### config.mk
export PLATFORM = sky130hd
export DESIGN_NAME = regfile_port_arbiter
export DESIGN_NICKNAME = d
export VERILOG_FILES = /design/src/rtl/regfile_port_arbiter.sv
export SDC_FILE = /design/constraint.sdc
export NUM_CORES = 1
export LEC_CHECK = 0
export ABC_AREA = 1
export CORE_UTILIZATION = 30
export CTS_CLUSTER_DIAMETER = 60
export DETAILED_ROUTE_END_ITERATION = 10
export PLACE_DENSITY_LB_ADDON = 0.05
export SYNTH_ARGS = -nofsm -noshare
export SYNTH_HDL_FRONTEND = slang
export SYNTH_SLANG_ARGS = --single-unit
### constraint.sdc
create_clock -name clock -period 5.6 [get_ports clock]
set_clock_uncertainty 0.05 [all_clocks]
set_input_delay 1.68 -clock clock [delete_from_list [all_inputs] [get_ports clock]]
set_output_delay 1.68 -clock clock [all_outputs]
set_load 0.02 [all_outputs]
### src/rtl/regfile_port_arbiter.sv
// regfile_port_arbiter
// Shares the register file between the processor and a test/debug master.
// The processor is stalled, its last write is allowed to drain, and then the
// arbiter either serves single test transactions over a valid/ready handshake
// or dumps every register two at a time through read ports A and B.
// Optional build macro: ARB_WRITE_PROTECT_EN (blocks test writes to r0 and
// reports them on t_err).
module regfile_port_arbiter #(
  parameter int DATA_W   = 32,
  parameter int ADDR_W   = 5,
  parameter int NUM_REGS = 32
) (
  input  logic              clock,
  input  logic              reset,
  input  logic              p_ctrl_writeEnable,
  input  logic [ADDR_W-1:0] p_ctrl_writeReg,
  input  logic [ADDR_W-1:0] p_ctrl_readRegA,
  input  logic [ADDR_W-1:0] p_ctrl_readRegB,
  input  logic [DATA_W-1:0] p_data_writeReg,
  output logic              proc_stall,
  input  logic              t_req,
  input  logic              t_valid,
  output logic              t_ready,
  input  logic              t_we,
  input  logic [ADDR_W-1:0] t_addr,
  input  logic [DATA_W-1:0] t_wdata,
  output logic              t_rvalid,
  output logic [DATA_W-1:0] t_rdata,
  input  logic              dump_start,
  output logic              dump_valid,
  output logic [ADDR_W-1:0] dump_index,
  output logic [DATA_W-1:0] dump_dataA,
  output logic [DATA_W-1:0] dump_dataB,
  output logic              dump_busy,
  output logic              r_ctrl_writeEnable,
  output logic [ADDR_W-1:0] r_ctrl_writeReg,
  output logic [ADDR_W-1:0] r_ctrl_readRegA,
  output logic [ADDR_W-1:0] r_ctrl_readRegB,
  output logic [DATA_W-1:0] r_data_writeReg,
  input  logic [DATA_W-1:0] r_data_readRegA,
  input  logic [DATA_W-1:0] r_data_readRegB
`ifdef ARB_WRITE_PROTECT_EN
  ,
  output logic              t_err
`endif
);

  typedef enum logic [1:0] {
    PROC  = 2'd0,
    DRAIN = 2'd1,
    TEST  = 2'd2,
    DUMP  = 2'd3
  } arbState_t;

  localparam logic [ADDR_W-1:0] kLast = ADDR_W'(NUM_REGS / 2 - 1);

  arbState_t         state;
  arbState_t         nextState;
  arbState_t         target;
  arbState_t         nextTarget;
  logic              stallReg;
  logic [ADDR_W-1:0] kCount;
  logic [ADDR_W-1:0] dumpAddrA;
  logic [ADDR_W-1:0] dumpAddrB;
  logic              accept;
  logic              acceptWrite;
  logic              acceptRead;
  logic              writeBlocked;
  logic              forwardWrite;

  assign dumpAddrA    = kCount << 1;
  assign dumpAddrB    = dumpAddrA | ADDR_W'(1);
  assign accept       = (state == TEST) && t_valid;
  assign acceptWrite  = accept && t_we;
  assign acceptRead   = accept && !t_we;
`ifdef ARB_WRITE_PROTECT_EN
  assign writeBlocked = acceptWrite && (t_addr == '0);
`else
  assign writeBlocked = 1'b0;
`endif
  assign forwardWrite = acceptWrite && !writeBlocked;

  assign t_ready    = (state == TEST);
  assign dump_busy  = (state == DUMP);
  assign proc_stall = stallReg;

  // Next-state logic: PROC always drains first, dump_start beats t_req.
  always_comb begin
    nextState  = state;
    nextTarget = target;
    case (state)
      PROC: begin
        if (dump_start) begin
          nextState  = DRAIN;
          nextTarget = DUMP;
        end else if (t_req) begin
          nextState  = DRAIN;
          nextTarget = TEST;
        end
      end
      DRAIN: nextState = target;
      TEST: begin
        if (dump_start) begin
          nextState = DUMP;
        end else if (!t_req && !t_valid) begin
          nextState = PROC;
        end
      end
      DUMP: begin
        if (kCount == kLast) begin
          nextState = t_req ? TEST : PROC;
        end
      end
      default: nextState = PROC;
    endcase
  end

  // Regfile port mux: processor owns the ports in PROC/DRAIN, the arbiter otherwise.
  always_comb begin
    r_ctrl_writeEnable = p_ctrl_writeEnable;
    r_ctrl_writeReg    = p_ctrl_writeReg;
    r_ctrl_readRegA    = p_ctrl_readRegA;
    r_ctrl_readRegB    = p_ctrl_readRegB;
    r_data_writeReg    = p_data_writeReg;
    case (state)
      TEST: begin
        r_ctrl_writeEnable = forwardWrite;
        r_ctrl_writeReg    = t_addr;
        r_data_writeReg    = t_wdata;
        r_ctrl_readRegA    = t_addr;
        r_ctrl_readRegB    = t_addr;
      end
      DUMP: begin
        r_ctrl_writeEnable = 1'b0;
        r_ctrl_readRegA    = dumpAddrA;
        r_ctrl_readRegB    = dumpAddrB;
      end
      default: ;
    endcase
  end

  // State, drain target, registered stall and the dump pair counter.
  always_ff @(posedge clock or posedge reset) begin
    if (reset) begin
      state    <= PROC;
      target   <= TEST;
      stallReg <= 1'b0;
      kCount   <= '0;
    end else begin
      state    <= nextState;
      target   <= nextTarget;
      stallReg <= (nextState != PROC);
      if (state == DUMP) begin
        kCount <= (kCount == kLast) ? '0 : kCount + ADDR_W'(1);
      end else begin
        kCount <= '0;
      end
    end
  end

  // Registered test read data and dump beats, one cycle behind the regfile read.
  always_ff @(posedge clock or posedge reset) begin
    if (reset) begin
      t_rvalid   <= 1'b0;
      t_rdata    <= '0;
      dump_valid <= 1'b0;
      dump_index <= '0;
      dump_dataA <= '0;
      dump_dataB <= '0;
    end else begin
      t_rvalid   <= acceptRead;
      if (acceptRead) begin
        t_rdata <= r_data_readRegA;
      end
      dump_valid <= (state == DUMP);
      if (state == DUMP) begin
        dump_index <= dumpAddrA;
        dump_dataA <= r_data_readRegA;
        dump_dataB <= r_data_readRegB;
      end
    end
  end

`ifdef ARB_WRITE_PROTECT_EN
  // One-cycle error pulse after a blocked write to r0.
  always_ff @(posedge clock or posedge reset) begin
    if (reset) begin
      t_err <= 1'b0;
    end else begin
      t_err <= writeBlocked;
    end
  end
`endif

endmodule

==> qor.csv <==
metric,value,unit
status,completed,
setup.worst_path.start,t_valid,
critPathKind,input pin to output port,
cts_resized,0,
clk_pin_slew,0.07,ns
ctsHoldBuffers,0,
required,3.87,ns
synth_seq_area_share,0.564,
comb_power_share,0.587,
leakagePower,4.04,nW
start_util,0.309,
switchingPower,2.17,mW
die_x,130,um
place_area,8110,um^2
syn2layout_area_growth,70.8,%
grt-ovfl-total,0,
wl_per_cell,14.6,um
worst_pin_slew,0.946,ns
grt_max_degree,101,
intPower,2.77,mW
cpPeakStageDelay,0.68,ns
ir_worst_vdd,0.000265,V
hp-class,flop to flop,
drt_iter0_markers,242,
netlist_instances,599,
maxCapViolCount,0,
drc,0,
ys_seq_elements,111,
antenna_found_initial,0,
avgViaCountPerCell,4.27,
clockPowerShare,0.129,
slew_violations,0,
clockBufferDepth,2,
cp_max_fo,2,
timing.hold.ws,0.428,ns
switching_share,0.439,
setup_violations,0,
fin_crit_sh,0.873,
netlist_area,4920,um^2
drt_pass1_iterations,4,
crit_slowest_cell,clkdlybuf4s50_1,
fin_tns_setup,0,ns
ant_nets,0,
grt.total_usage,0.186,
gp_congestion,0.808,
cp-start-kind,input pin,
stdcell_area,8410,um^2
cp-end-kind,output port,
n_antenna_cell,0,
hpwlAfterDp,12.1,mm
rsz0062_at_grt,false,
postCtsSetupBuffers,0,
yosysWarningCount,0,
crit_top_cell,clkdlybuf4s50_1,
ff2ff_setup_slack,2.91,ns
clk_latency,0.35,ns
synth_cell_types,22,
cp_cell_sequence,clkdlybuf4s50_1 -> inv_1 -> o31ai_1 -> clkdlybuf4s50_1,
powerDensity,587,nW/um^2
final_hold_viol_count,0,
seqPwrFrac,0.283,
arrival,3.16,ns
r2r_start,state[1],
timing.rr.end,t_rdata[14],
numCtsBuffers,9,
fill_cells,1497,
coreArea,15900,um^2
drive_above_1_share,0.0580,
pin_count,309,
num_rows,46,
max_clock_freq,0.205,GHz
crit_end,r_ctrl_writeEnable,
r2r_cells,7,
cts_tree,yes,
portBuffers,307,
num-nets-final,1047,
relSlewSlack,0.370,
vias,4743,
post-route-min-period,4.89,ns
grt_pass1_vias,4521,
grt_pass1_wl,23.8,mm
fp.dieArea,16900,um^2
syn_area_per_cell,8.22,um^2
numClockSinks,111,
die_h,130,um
syn-num-nets,755,
h-tree-depth,3,
wl,16.2,mm
cts_root_buf,clkbuf_16,
## cells in the final DEF, fill, tap and decap left out, types with 8 or more instances in the layout
master,netlist,layout
inv_1,49,48
o21ai_2,23,23
clkbuf_16,0,9
o21ai_1,11,11
o21ai_0,38,38
nand2_1,309,308
nor2_1,8,8
clkdlybuf4s50_1,0,307
dfrtp_1,111,111
## worst min path at each step
stage,endpoint,slack (ns),cells past startpoint,from
2_1_floorplan,kCount[0],0.40,1,kCount[0]
3_3_place_gp,dump_dataB[17],0.41,2,dump_dataB[17]
3_5_place_dp,dump_dataB[5],0.42,2,dump_dataB[5]
4_1_cts,dump_dataB[15],0.43,2,dump_dataB[15]
5_1_grt,dump_dataB[26],0.45,2,dump_dataB[26]
6_report,dump_dataB[15],0.43,2,dump_dataB[15]
## metrics by stage
step	worst slack, ns	instances	total power [mW]	util
6_report	0.711	1112	4.94	0.527
5_1_grt	0.650	1112	5.27	0.527
4_1_cts	0.705	1112	5.01	0.527
3_5_place_dp	0.728	1096	4.34	0.508
3_3_place_gp	0.702	1096	4.30	0.508
2_1_floorplan	0.939	599	2.94	-
## cell families (layout without fill, tap and decap cells)
logic type               Yosys count  in the layout  synth area share
AO/OA/AOI/OAI                     75             75            0.0943
XOR/XNOR                           1              1           0.00178
adder cells (fa/ha/maj)            1              1           0.00254
buffers and inverters             84            381            0.0831
flip-flops                       111            111             0.564
other                              1              1          0.000762
AND/OR/NAND/NOR                  326            326             0.253
## power by group through the flow
| stage | logic, mW | clock network (mW) | registers, mW |
|---|---|---|---|
| detailed placement | 2.93 | 0 | 1.41 |
| finish | 2.90 | 0.638 | 1.40 |
| floorplan | 1.11 | 0 | 1.83 |
| global route | 3.13 | 0.692 | 1.45 |
| global placement | 2.90 | 0 | 1.40 |
| CTS | 2.94 | 0.661 | 1.40 |
## metal layers
metal  vias to the layer above  GRT usage  part of all wire
met5                         -          0                 0
met4                         0     0.0513             0.010
met3                        13     0.0697             0.087
met2                       172      0.319              0.50
met1                      2153      0.218              0.40
li1                       2405          -                 -
## flip-flops by register name, summed over array words and instances (netlist names)
name and flops:
dump_dataA 32, dump_dataB 32, t_rdata 32, kCount 5
dump_index 4, state 2, dump_valid 1, proc_stall 1
t_rvalid 1, target 1
## area by class of cell
| class | count | area (um^2) | share of cell area |
|---|---|---|---|
| inverter | 52 | 198 | 0.0235 |
| clock buffer | 9 | 225 | 0.0268 |
| tap | 216 | 270 | 0.0321 |
| multi-input combinational | 404 | 1740 | 0.207 |
| sequential | 111 | 2780 | 0.330 |
| clock inverter | 7 | 75.1 | 0.00893 |
| timing repair buffer | 313 | 3120 | 0.371 |
## cell usage after synthesis
cell | number | area, um^2
buf_2 | 13 | 65.1
o21ai_2 | 23 | 201
o31ai_1 | 1 | 7.51
a21oi_1 | 2 | 10.0
nor2_1 | 8 | 30.0
nand2_1 | 309 | 1160
inv_1 | 49 | 184
xor2_1 | 1 | 8.76
clkbuf_2 | 2 | 10.0
buf_4 | 8 | 60.1
clkbuf_1 | 3 | 11.3
nand3_1 | 6 | 30.0
o21ai_1 | 11 | 55.1
inv_2 | 3 | 11.3
nand3_2 | 1 | 10.0
buf_6 | 6 | 67.6
conb_1 | 1 | 3.75
nor3_1 | 1 | 5.00
nor2_4 | 1 | 11.3
dfrtp_1 | 111 | 2780
o21ai_0 | 38 | 190
ha_1 | 1 | 12.5
## worst max-delay path, delay by kind of cell
kind / cells / cell delay (ns)
buffers and inverters: 3 / 1.24
AO/OA/AOI/OAI: 1 / 0.24
(Power assumes the default switching activity.)
